==> config.mk <==
export PLATFORM = sky130hd
export DESIGN_NAME = srio_ireq_rr_mux
export DESIGN_NICKNAME = d
export VERILOG_FILES = /design/src/rtl/srio_ireq_rr_mux.sv
export SDC_FILE = /design/constraint.sdc
export NUM_CORES = 1
export LEC_CHECK = 0
export ABC_CLOCK_PERIOD_IN_PS = 8700
export BUFFER_PORTS_ARGS = -buffer_cell sky130_fd_sc_hd__buf_4
export CELL_PAD_IN_SITES_DETAIL_PLACEMENT = 1
export CELL_PAD_IN_SITES_GLOBAL_PLACEMENT = 1
export CORE_AREA = 2 2 240 242
export CTS_CLUSTER_DIAMETER = 100
export CTS_CLUSTER_SIZE = 25
export DETAILED_ROUTE_END_ITERATION = 8
export DIE_AREA = 0 0 242 244
export GPL_TIMING_DRIVEN = 0
export MAX_ROUTING_LAYER = met4
export PLACE_DENSITY_LB_ADDON = 0.2
export SETUP_SLACK_MARGIN = 0.1
export SLEW_MARGIN = 40
export SYNTH_ARGS = -nofsm -noshare
export SYNTH_HDL_FRONTEND = slang
export SYNTH_SLANG_ARGS = --single-unit
==> constraint.sdc <==
create_clock -name log_clk -period 8.7 [get_ports log_clk]
set_input_delay 0.87 -clock log_clk [delete_from_list [all_inputs] [get_ports log_clk]]
set_output_delay 0.87 -clock log_clk [all_outputs]
set_load 0.02 [all_outputs]
==> src/rtl/srio_ireq_rr_mux.sv <==
// Packet-atomic round-robin mux of NUM_CH AXI-Stream request sources onto the SRIO ireq port,
// with link gating, per-channel packet counters and sticky stall / over-length flags.
module srio_ireq_rr_mux #(
    parameter int NUM_CH    = 4,
    parameter int DATA_W    = 64,
    parameter int USER_W    = 32,
    parameter int MAX_BEATS = 33,
    parameter int STALL_MAX = 1024,
    parameter int CNT_W     = 16,
    localparam int KEEP_W   = DATA_W / 8,
    localparam int GID_W    = $clog2(NUM_CH)
) (
    input  logic                       log_clk,
    input  logic                       sys_rst,
    input  logic                       link_initialized,
    input  logic [NUM_CH-1:0]          s_ireq_tvalid,
    output logic [NUM_CH-1:0]          s_ireq_tready,
    input  logic [NUM_CH-1:0]          s_ireq_tlast,
    input  logic [NUM_CH*DATA_W-1:0]   s_ireq_tdata,
    input  logic [NUM_CH*KEEP_W-1:0]   s_ireq_tkeep,
    input  logic [NUM_CH*USER_W-1:0]   s_ireq_tuser,
    output logic                       m_ireq_tvalid,
    input  logic                       m_ireq_tready,
    output logic                       m_ireq_tlast,
    output logic [DATA_W-1:0]          m_ireq_tdata,
    output logic [KEEP_W-1:0]          m_ireq_tkeep,
    output logic [USER_W-1:0]          m_ireq_tuser,
    input  logic                       err_clr,
    output logic [NUM_CH-1:0]          err_stall,
    output logic [NUM_CH-1:0]          err_len,
    output logic [NUM_CH*CNT_W-1:0]    pkt_cnt,
    output logic                       busy,
    output logic [GID_W-1:0]           grant_id
);

    localparam int BEAT_W  = $clog2(MAX_BEATS + 1);
    localparam int STALL_W = $clog2(STALL_MAX + 1);

    typedef enum logic {IDLE = 1'b0, BUSY = 1'b1} state_t;

    state_t              state_reg, state_next;
    logic [GID_W-1:0]    grant_reg, last_grant_reg;
    logic [GID_W-1:0]    arb_sel, arb_idx;
    logic                arb_found;
    logic [BEAT_W-1:0]   beat_cnt_reg;
    logic [STALL_W-1:0]  stall_cnt_reg;
    logic [NUM_CH-1:0]   err_stall_reg, err_len_reg;
    logic [NUM_CH-1:0]   stall_set, len_set;
    logic                g_valid, acc, acc_last, grant_go;

    assign g_valid  = s_ireq_tvalid[grant_reg];
    assign acc      = (state_reg == BUSY) && g_valid && m_ireq_tready;
    assign acc_last = acc && s_ireq_tlast[grant_reg];
    assign grant_go = (state_reg == IDLE) && link_initialized && arb_found;

    // Scan from the farthest offset down so the nearest requester after last_grant wins.
    always_comb begin
        arb_found = 1'b0;
        arb_sel   = '0;
        arb_idx   = '0;
        for (int off = NUM_CH; off >= 1; off--) begin
            arb_idx = GID_W'((int'(last_grant_reg) + off) % NUM_CH);
            if (s_ireq_tvalid[arb_idx]) begin
                arb_found = 1'b1;
                arb_sel   = arb_idx;
            end
        end
    end

    always_ff @(posedge log_clk or posedge sys_rst) begin
        if (sys_rst) state_reg <= IDLE;
        else         state_reg <= state_next;
    end

    always_comb begin
        state_next = state_reg;
        case (state_reg)
            IDLE:    if (grant_go) state_next = BUSY;
            BUSY:    if (acc_last) state_next = IDLE;
            default: state_next = IDLE;
        endcase
    end

    always_comb begin
        m_ireq_tvalid = 1'b0;
        m_ireq_tlast  = 1'b0;
        m_ireq_tdata  = '0;
        m_ireq_tkeep  = '0;
        m_ireq_tuser  = '0;
        s_ireq_tready = '0;
        if (state_reg == BUSY) begin
            m_ireq_tvalid            = g_valid;
            m_ireq_tlast             = s_ireq_tlast[grant_reg];
            m_ireq_tdata             = s_ireq_tdata[int'(grant_reg)*DATA_W +: DATA_W];
            m_ireq_tkeep             = s_ireq_tkeep[int'(grant_reg)*KEEP_W +: KEEP_W];
            m_ireq_tuser             = s_ireq_tuser[int'(grant_reg)*USER_W +: USER_W];
            s_ireq_tready[grant_reg] = m_ireq_tready;
        end
    end

    assign busy = (state_reg == BUSY);

    // The over-length beat is still forwarded; only the flag records it.
    always_comb begin
        stall_set = '0;
        len_set   = '0;
        if ((state_reg == BUSY) && !g_valid && (stall_cnt_reg == STALL_W'(STALL_MAX - 1)))
            stall_set[grant_reg] = 1'b1;
        if (acc && (beat_cnt_reg == BEAT_W'(MAX_BEATS)))
            len_set[grant_reg] = 1'b1;
    end

    always_ff @(posedge log_clk or posedge sys_rst) begin
        if (sys_rst) begin
            grant_reg      <= '0;
            last_grant_reg <= GID_W'(NUM_CH - 1);
            beat_cnt_reg   <= '0;
            stall_cnt_reg  <= '0;
            err_stall_reg  <= '0;
            err_len_reg    <= '0;
        end else begin
            if (grant_go) begin
                grant_reg     <= arb_sel;
                beat_cnt_reg  <= '0;
                stall_cnt_reg <= '0;
            end else if (state_reg == BUSY) begin
                if (acc) begin
                    stall_cnt_reg <= '0;
                    if (beat_cnt_reg != BEAT_W'(MAX_BEATS))
                        beat_cnt_reg <= beat_cnt_reg + BEAT_W'(1);
                end else if (!g_valid && (stall_cnt_reg != STALL_W'(STALL_MAX))) begin
                    stall_cnt_reg <= stall_cnt_reg + STALL_W'(1);
                end
                if (acc_last)
                    last_grant_reg <= grant_reg;
            end
            err_stall_reg <= (err_stall_reg & ~{NUM_CH{err_clr}}) | stall_set;
            err_len_reg   <= (err_len_reg & ~{NUM_CH{err_clr}}) | len_set;
        end
    end

    generate
        for (genvar gi = 0; gi < NUM_CH; gi++) begin : g_ch
            logic [CNT_W-1:0] pkt_cnt_reg;
            always_ff @(posedge log_clk or posedge sys_rst) begin
                if (sys_rst)
                    pkt_cnt_reg <= '0;
                else if (acc_last && (grant_reg == GID_W'(gi)))
                    pkt_cnt_reg <= pkt_cnt_reg + CNT_W'(1);
            end
            assign pkt_cnt[gi*CNT_W +: CNT_W] = pkt_cnt_reg;
        end
    endgenerate

    assign err_stall = err_stall_reg;
    assign err_len   = err_len_reg;
    assign grant_id  = grant_reg;

endmodule
==> results of run 1 <==
==> Yosys cell counts (2+ instances only) <==
library cell / number / area share
and2_1: 110 / 0.091
mux4_2: 105 / 0.31
dfrtp_1: 92 / 0.30
xnor2_1: 45 / 0.052
nor2_1: 35 / 0.017
nand2_1: 34 / 0.017
nand4_1: 32 / 0.026
xor2_1: 27 / 0.031
clkbuf_1: 26 / 0.013
inv_1: 18 / 0.0089
nand3_1: 18 / 0.012
buf_2: 12 / 0.0079
and4_1: 10 / 0.012
nor3_1: 9 / 0.0059
ha_1: 8 / 0.013
and3_1: 7 / 0.0058
mux2_2: 7 / 0.010
mux2i_1: 7 / 0.0092
o22ai_1: 7 / 0.0058
nand2b_1: 4 / 0.0033
buf_1: 3 / 0.0015
o21ai_0: 3 / 0.0020
and4b_1: 2 / 0.0026
dfstp_2: 2 / 0.0069
nand3b_1: 2 / 0.0020
nor4_1: 2 / 0.0016
nor4b_1: 2 / 0.0023
o221ai_1: 2 / 0.0023
==> power by group through the flow <==
stage	logic, mW	clock network, mW	registers, mW
global placement	2.84	0	0.548
global route	2.96	0.447	0.550
CTS	2.85	0.436	0.541
floorplan	1.53	0	0.563
finish	2.76	0.419	0.540
detailed placement	2.84	0	0.549
==> stage by stage <==
step	utilization	setup slack [ps]	hold slack [ps]	power, mW	cells
2_1_floorplan	-	5380	473	2.09	646
3_3_place_gp	0.234	3740	465	3.38	2014
3_5_place_dp	0.235	5140	464	3.39	2015
4_1_cts	0.240	4750	481	3.82	2031
5_1_grt	0.241	4680	492	3.96	2041
6_report	0.241	4860	473	3.72	2045
==> area by class of cell <==
type | count | share of cell area
clock buffers | 9 | 0.0167
flip-flops and latches | 94 | 0.174
multi-input cells | 492 | 0.370
clock inverters | 7 | 0.00592
diodes | 14 | 0.00259
well taps | 756 | 0.0699
repair buffers | 613 | 0.342
plain buffers | 42 | 0.0139
inverters | 18 | 0.00555
==> cell families (layout without fill, tap and decap cells) <==
kind of cell,count (synthesis),in the layout
AND/OR/NAND/NOR,271,271
multiplexers,119,119
flip-flops,94,94
XOR/XNOR,72,72
buffers and inverters,60,689
AO/OA/AOI/OAI,22,22
adder cells (fa/ha/maj),8,8
other,0,14
==> final timing paths <==
check | startpoint | to | slack, ps | cells after the start
max | grant_id[1]$_DFFE_PP0N_ | m_ireq_tkeep[0] | 4860 | 6
min | g_ch[0].pkt_cnt_reg[15]$_DFFE_PP0P_ | g_ch[0].pkt_cnt_reg[15]$_DFFE_PP0P_ | 470 | 1
max reg2reg | busy$_DFF_PP0_ | g_ch[0].pkt_cnt_reg[15]$_DFFE_PP0P_ | 6140 | 6
min reg2reg | g_ch[0].pkt_cnt_reg[15]$_DFFE_PP0P_ | g_ch[0].pkt_cnt_reg[15]$_DFFE_PP0P_ | 470 | 1
max in group asynchronous | sys_rst | last_grant_reg[1]$_DFFE_PP1P_ | 7550 | 3
min in group asynchronous | sys_rst | g_ch[1].pkt_cnt_reg[8]$_DFFE_PP0P_ | 490 | 2
==> layer usage <==
| metal | vias to the layer above | global-route usage | share of wire | wire length [um] |
|---|---|---|---|---|
| met5 | - | - | 0 | 0 |
| met4 | 0 | 0.0476 | 0.015 | 788 |
| met3 | 35 | 0.0489 | 0.067 | 3580 |
| met2 | 306 | 0.319 | 0.54 | 28600 |
| met1 | 4148 | 0.196 | 0.38 | 20100 |
| li1 | 3695 | - | - | - |
==> flow_metrics.tcl, run 1 <==
set metrics [dict create \
    status "finished, final reports clean" \
    p_clk_frac 0.112 \
    path_buf_inv 4 \
    via_per_inst 4.00 \
    synth_compound_area_frac 0.0242 \
    swShare 0.476 \
    synthMuxAreaShare 0.331 \
    routabilityCongestion 0.949 \
    period_share 0.442 \
    synth_cell_types 43 \
    antenna_left 0 \
    grt_pass1_wl_um 72400 \
    die_height_um 244 \
    finalSetupViolCount 0 \
    groute.usage.overall 0.179 \
    boundaryPins 614 \
    yosysSeqAreaShare 0.310 \
    overflow 0 \
    grt_max_degree 54 \
    cts_buffers 9 \
    largest_reg_flops 64 \
    fin_nets 1707 \
    core_area_um2 56200 \
    fmax_mhz 260 \
    drtIter0Drc 296 \
    worst_pin_slew_ps 765 \
    critPathLaunchType "flop" \
    num_rows 87 \
    tns_ps 0 \
    dieArea_um2 59000 \
    cp.required_ps 7830 \
    die_w_um 242 \
    tritoncts "done" \
    ys.flop_type "dfrtp_1" \
    regArea_um2 2350 \
    cap_viol_max_count 0 \
    fin_skew_ps 15.0 \
    htreeDepth 3 \
    postPlaceCellArea_um2 13200 \
    critical_path_class "flop to primary output" \
    layout_common_cells "612 x buf_4, 110 x and2_1, 105 x mux4_2, 92 x dfrtp_1, 45 x xnor2_1" \
    hold_viol 0 \
    cts.clk_slew.worst_paths_ps 80 \
    peakVddDrop_mv 0.0988 \
    switching_power_mw 1.77 \
    relSlewSlack 0.490 \
    cts_hold_buf 0 \
    root_buffer "clkbuf_16" \
    insertion_delay_ps 360 \
    fillCellCount 6535 \
    multi_input_area_um2 5000 \
    start_util 0.135 \
    syn_area_um2 7600 \
    drive_above_1_share 0.605 \
    internal_power_mw 1.95 \
    ys.warnings.count 0 \
    comb_power_share 0.742 \
    portBuffers 612 \
    cts.sinks 94 \
    min_path_type "flop to flop" \
    area_growth_pct 78.0 \
    critPathSlowestCell "clkbuf_1" \
    synthAdderAreaFrac 0.0132 \
    pwr-share-seq 0.145 \
    syn_avg_cell_area_um2 11.8 \
    path_max_fanout 10 \
    synth-xor-area-share 0.0830 \
    critPathArrivalTime_ps 2970 \
    clk_path_buf_depth 2 \
    hpwl_um 46600 \
    max_stage_delay_ps 610 \
    ys_ff_latch 94 \
    p_leak_nw 6.23 \
    cts_resized 0 \
    synth-simple-area-share 0.206 \
    first_pass_iters 4 \
    synth-edff-count 0 \
    synth_nets 1083 \
    drc 0 \
    power_density_nw_per_um2 275 \
    final_area_um2 13500 \
    fin_crit_ps 3840 \
    final_common_cell "buf_4" \
    grt_pass1_vias 8712 \
    synthArstFlopShare 1.00 \
    cp_cell_sequence "buf_2 -> clkbuf_2 -> clkbuf_1 -> mux4_2 -> and2_1 -> buf_4" \
    endpoint_kind "primary output" \
    post_cts_buffers 0 \
    report.final.slew_viol_count 0 \
    antenna_found_initial 13 \
    num_vias 8184 \
    drt-wirelength-per-cell_um 25.9 \
    critical-path-top-delay-family "buffers and inverters" \
    wirelength_um 53100 \
    synthCells 646 \
    synth_top_family_by_area "multiplexers" \
    rsz0062_at_grt "no" \
]
Note: power is estimated with default switching activity, not from simulation.
==> run 2, diff against run 1 <==
--- a/config.mk
+++ b/config.mk
@@ -5,15 +5,15 @@
 export SDC_FILE = /design/constraint.sdc
 export NUM_CORES = 1
 export LEC_CHECK = 0
-export ABC_CLOCK_PERIOD_IN_PS = 8700
+export ABC_CLOCK_PERIOD_IN_PS = 3960
 export BUFFER_PORTS_ARGS = -buffer_cell sky130_fd_sc_hd__buf_4
 export CELL_PAD_IN_SITES_DETAIL_PLACEMENT = 1
 export CELL_PAD_IN_SITES_GLOBAL_PLACEMENT = 1
-export CORE_AREA = 2 2 240 242
+export CORE_AREA = 2 2 238 240
 export CTS_CLUSTER_DIAMETER = 100
 export CTS_CLUSTER_SIZE = 25
 export DETAILED_ROUTE_END_ITERATION = 8
-export DIE_AREA = 0 0 242 244
+export DIE_AREA = 0 0 240 242
 export GPL_TIMING_DRIVEN = 0
 export MAX_ROUTING_LAYER = met4
 export PLACE_DENSITY_LB_ADDON = 0.2
==> constraint.sdc (replaced) <==
create_clock -name log_clk -period 3.96 [get_ports log_clk]
set_input_delay 0.396 -clock log_clk [delete_from_list [all_inputs] [get_ports log_clk]]
set_output_delay 0.396 -clock log_clk [all_outputs]
set_load 0.02 [all_outputs]
==> flow_metrics.tcl, run 2 (synthesis results as in run 1) <==
set metrics [dict create \
    status "finished, final reports clean" \
    report.final.slew_viol_count 0 \
    drc 0 \
    antenna_found_initial 9 \
    via_per_inst 4.00 \
    p_leak_nw 6.23 \
    boundaryPins 614 \
    total_power_mw 8.09 \
    die_w_um 240 \
    fin_nets 1708 \
    cts_buffers 9 \
    post_cts_buffers 0 \
    die_height_um 242 \
    grt_pass1_wl_um 69200 \
    antenna_left 0 \
    layout_common_cells "612 x buf_4, 110 x and2_1, 105 x mux4_2, 92 x dfrtp_1, 45 x xnor2_1" \
    fin_skew_ps 8.73 \
    drt-wirelength-per-cell_um 24.8 \
    cts.sinks 94 \
    wl_met2_um 26100 \
    wirelength_um 50700 \
    rsz0062_at_grt "no" \
    cp.required_ps 3560 \
    period_share 0.877 \
    root_buffer "clkbuf_16" \
    clk_path_buf_depth 2 \
    cts.clk_slew.worst_paths_ps 70 \
    fin_crit_ps 3470 \
    final_util 0.242 \
    wl_met3_um 3480 \
    hpwl_um 44200 \
    cap_viol_max_count 0 \
    portBuffers 612 \
    wl_met1_um 20000 \
    postPlaceCellArea_um2 13200 \
    critPathLaunchType "flop" \
    critical_path_class "flop to primary output" \
    core_area_um2 55700 \
    fmax_mhz 288 \
    critPathArrivalTime_ps 3080 \
    routabilityCongestion 0.900 \
    num_rows 87 \
    cts_hold_buf 1 \
    largest_reg_flops 64 \
    path_buf_inv 4 \
    num_vias 8163 \
    groute.usage.overall 0.173 \
    final_area_um2 13500 \
    insertion_delay_ps 360 \
    min_path_type "primary input to flop" \
    drtIter0Drc 312 \
    drive_above_1_share 0.603 \
    cp_cell_sequence "buf_2 -> clkbuf_2 -> clkbuf_1 -> mux4_2 -> and2_1 -> buf_4" \
    tritoncts "done" \
    finalSetupViolCount 0 \
    critical-path-top-delay-family "buffers and inverters" \
    first_pass_iters 6 \
    r2r_setup_slack_ps 1350 \
    overflow 0 \
    peakVddDrop_mv 0.198 \
    endpoint_kind "primary output" \
    relSlewSlack 0.489 \
    start_util 0.136 \
    dieArea_um2 58100 \
    worst_pin_slew_ps 767 \
    final_common_cell "buf_4" \
    max_stage_delay_ps 620 \
    grt_max_degree 64 \
    top_layer "met4" \
    critPathSlowestCell "clkbuf_1" \
    grt_pass1_vias 8876 \
    area_growth_pct 77.7 \
    tns_ps 0 \
    hold_viol 0 \
    power_density_nw_per_um2 599 \
    htreeDepth 3 \
    cts_resized 0 \
    path_max_fanout 10 \
]
==> run 2: layer usage <==
| layer | vias to the layer above | GRT usage |
|---|---|---|
| li1 | 3694 | - |
| met1 | 4130 | 0.198 |
| met2 | 299 | 0.304 |
| met3 | 40 | 0.0403 |
| met4 | 0 | 0.0442 |
| met5 | - | - |
==> run 2: final timing paths <==
| kind | start | cells after the start | endpoint |
|---|---|---|---|
| setup / recovery | grant_id[1]$_DFFE_PP0N_ | 6 | m_ireq_tkeep[1] |
| setup reg to reg | busy$_DFF_PP0_ | 6 | g_ch[0].pkt_cnt_reg[15]$_DFFE_PP0P_ |
| max in group asynchronous | sys_rst | 4 | last_grant_reg[1]$_DFFE_PP1P_ |
| hold reg to reg | g_ch[0].pkt_cnt_reg[15]$_DFFE_PP0P_ | 1 | g_ch[0].pkt_cnt_reg[15]$_DFFE_PP0P_ |
| min in group asynchronous | sys_rst | 3 | g_ch[1].pkt_cnt_reg[7]$_DFFE_PP0P_ |
| hold / removal | link_initialized | 3 | busy$_DFF_PP0_ |
==> run 2: where the power goes <==
group          leakage, nW  internal, mW  total (mW)  switching, mW
sequential            1.27          1.06        1.19          0.127
combinational         4.81          2.73        6.02           3.30
clock                0.142         0.477       0.874          0.397
total                 6.23          4.27        8.09           3.82
==> run 2: tightest hold or removal path, stage by stage <==
cell and delay [ps]:
buf_4 120, o41ai_2 100, a21oi_1 80
==> run 2: layout make-up <==
class / count / area (um2)
multi-input cells: 492 / 5000
fillers: 6495 / 42200
plain buffers: 42 / 186
well taps: 756 / 946
flip-flops and latches: 94 / 2350
diodes: 7 / 17.5
clock inverters: 3 / 17.5
repair buffers: 614 / 4630
clock buffers: 13 / 270
inverters: 18 / 75.1
==> run 2: per-stage QoR <==
step                      instances  setup slack [ps]  hold slack, ps
after floorplan                 646              1120             473
after detailed placement       2015               864             378
after global placement         2014              -484             466
after CTS                      2032               476             365
final                          2039               486             386
after global routing           2038               383             387
==> run 3, diff against run 2 <==
--- a/config.mk
+++ b/config.mk
@@ -5,17 +5,15 @@
 export SDC_FILE = /design/constraint.sdc
 export NUM_CORES = 1
 export LEC_CHECK = 0
-export ABC_CLOCK_PERIOD_IN_PS = 3960
 export BUFFER_PORTS_ARGS = -buffer_cell sky130_fd_sc_hd__buf_4
 export CELL_PAD_IN_SITES_DETAIL_PLACEMENT = 1
 export CELL_PAD_IN_SITES_GLOBAL_PLACEMENT = 1
-export CORE_AREA = 2 2 238 240
+export CORE_AREA = 2 2 240 242
 export CTS_CLUSTER_DIAMETER = 100
 export CTS_CLUSTER_SIZE = 25
 export DETAILED_ROUTE_END_ITERATION = 8
-export DIE_AREA = 0 0 240 242
+export DIE_AREA = 0 0 242 244
 export GPL_TIMING_DRIVEN = 0
-export MAX_ROUTING_LAYER = met4
 export PLACE_DENSITY_LB_ADDON = 0.2
 export SETUP_SLACK_MARGIN = 0.1
 export SLEW_MARGIN = 40
==> constraint.sdc (replaced) <==
create_clock -name log_clk -period 4.15 [get_ports log_clk]
set_input_delay 0.415 -clock log_clk [delete_from_list [all_inputs] [get_ports log_clk]]
set_output_delay 0.415 -clock log_clk [all_outputs]
set_load 0.02 [all_outputs]
==> flow_metrics.tcl, run 3 (synthesis results as in run 1) <==
set metrics [dict create \
    status "finished, final reports clean" \
    grt_pass1_vias 8835 \
    cts_hold_buf 0 \
    grt_pass1_wl_um 72300 \
    overflow 0 \
    endpoint_kind "primary output" \
    cap_viol_max_count 0 \
    hold_viol 0 \
    hpwl_um 45800 \
    cp.required_ps 3730 \
    critical-path-top-delay-family "buffers and inverters" \
    final_common_cell "buf_4" \
    fin_skew_ps 12.3 \
    critPathSlowestCell "clkbuf_1" \
    antenna_left 0 \
    worst_pin_slew_ps 801 \
    p_leak_nw 6.23 \
    wirelength_um 52800 \
    report.final.slew_viol_count 0 \
    groute.usage.overall 0.173 \
    dieArea_um2 59000 \
    finalSetupViolCount 0 \
    rr_endpoint "g_ch[0].pkt_cnt_reg[15]$_DFFE_PP0P_" \
    largest_reg_flops 64 \
    hold_slack_ps 24.3 \
    critPathArrivalTime_ps 3050 \
    core_area_um2 56200 \
    insertion_delay_ps 360 \
    routabilityCongestion 0.968 \
    fin_crit_ps 3470 \
    drive_above_1_share 0.602 \
    cp_cell_sequence "buf_2 -> clkbuf_2 -> clkbuf_1 -> mux4_2 -> and2_1 -> buf_4" \
    r2r_setup_slack_ps 1460 \
    boundaryPins 614 \
    relSlewSlack 0.466 \
    area_growth_pct 78.0 \
    critPathLaunchType "flop" \
    via_per_inst 4.02 \
    antenna_found_initial 22 \
    num_rows 87 \
    fmax_mhz 288 \
    tritoncts "done" \
    reg2reg_depth 6 \
    preCtsSetupSlack_ps 1060 \
    critical_path_class "flop to primary output" \
    start_util 0.135 \
    root_buffer "clkbuf_16" \
    rr_startpoint "busy$_DFF_PP0_" \
    fin_ws_ps 680 \
    cts_buffers 9 \
    cts.clk_slew.worst_paths_ps 60 \
    first_pass_iters 6 \
    drc 0 \
    cts_resized 0 \
    rsz0062_at_grt "no" \
    period_share 0.836 \
    num_vias 8224 \
    path_buf_inv 4 \
    die_w_um 242 \
    max_stage_delay_ps 660 \
    power_density_nw_per_um2 582 \
    min_path_type "primary input to asynchronous set/reset pin" \
    drt-wirelength-per-cell_um 25.8 \
    fin_nets 1707 \
    die_height_um 244 \
    drtIter0Drc 280 \
    portBuffers 612 \
    grt_max_degree 58 \
    htreeDepth 3 \
    cts.sinks 94 \
    clk_path_buf_depth 2 \
    post_cts_buffers 0 \
    startpoint "grant_id[1]$_DFFE_PP0N_" \
    layout_common_cells "612 x buf_4, 110 x and2_1, 105 x mux4_2, 92 x dfrtp_1, 45 x xnor2_1" \
    path_max_fanout 10 \
    peakVddDrop_mv 0.203 \
]
## run 3: through the flow
step / cell area, um2 / TNS [ps] / std cells / util / power, mW
2_1_floorplan: 7600 / 0 / 646 / - / 4.38
3_3_place_gp: 13100 / -33800 / 2014 / 0.234 / 7.10
3_5_place_dp: 13200 / 0 / 2015 / 0.235 / 7.12
4_1_cts: 13500 / 0 / 2031 / 0.240 / 8.05
5_1_grt: 13500 / 0 / 2044 / 0.241 / 8.36
6_report: 13500 / 0 / 2045 / 0.241 / 7.87
## run 3: metal layers
layer | global-route usage | vias up | routed length (um)
li1 | - | 3689 | -
met1 | 0.196 | 4161 | 20000
met5 | 0 | - | 34
met3 | 0.0487 | 51 | 3680
met4 | 0.0719 | 6 | 1410
met2 | 0.306 | 317 | 27600
## run 3: layout make-up
type	instances	area, um2
Timing Repair Buffer	613	4620
Fill cell	6531	42600
Inverter	18	75.1
Clock inverter	2	60.1
Buffer	42	188
Tap cell	756	946
Antenna cell	14	35.0
Clock buffer	14	244
Sequential cell	94	2350
Multi-Input combinational cell	492	5000
## run 3: worst max-delay path by stage
stage,endpoint,slack [ps],cells past startpoint
final,m_ireq_tkeep[0],680,6
after global routing,m_ireq_tkeep[0],550,6
after CTS,m_ireq_tkeep[0],660,6
after detailed placement,m_ireq_tkeep[0],1060,6
after global placement,g_ch[2].pkt_cnt_reg[10]$_DFFE_PP0P_,-380,2
after floorplan,beat_cnt_reg[0]$_DFFE_PP0P_,1290,1
## run 3: where the power goes
group / switching (mW) / internal [mW]
Combinational: 3.23 / 2.60
Sequential: 0.113 / 1.01
Clock: 0.380 / 0.531
Total: 3.72 / 4.15
## run 3: worst register-to-register path: stages, from the launching register on
cell      delay, ps
dfrtp_1         360
buf_2           380
nand3b_1        370
o22ai_2         570
nand4_1         380
nor3_1          380
xor2_1          170
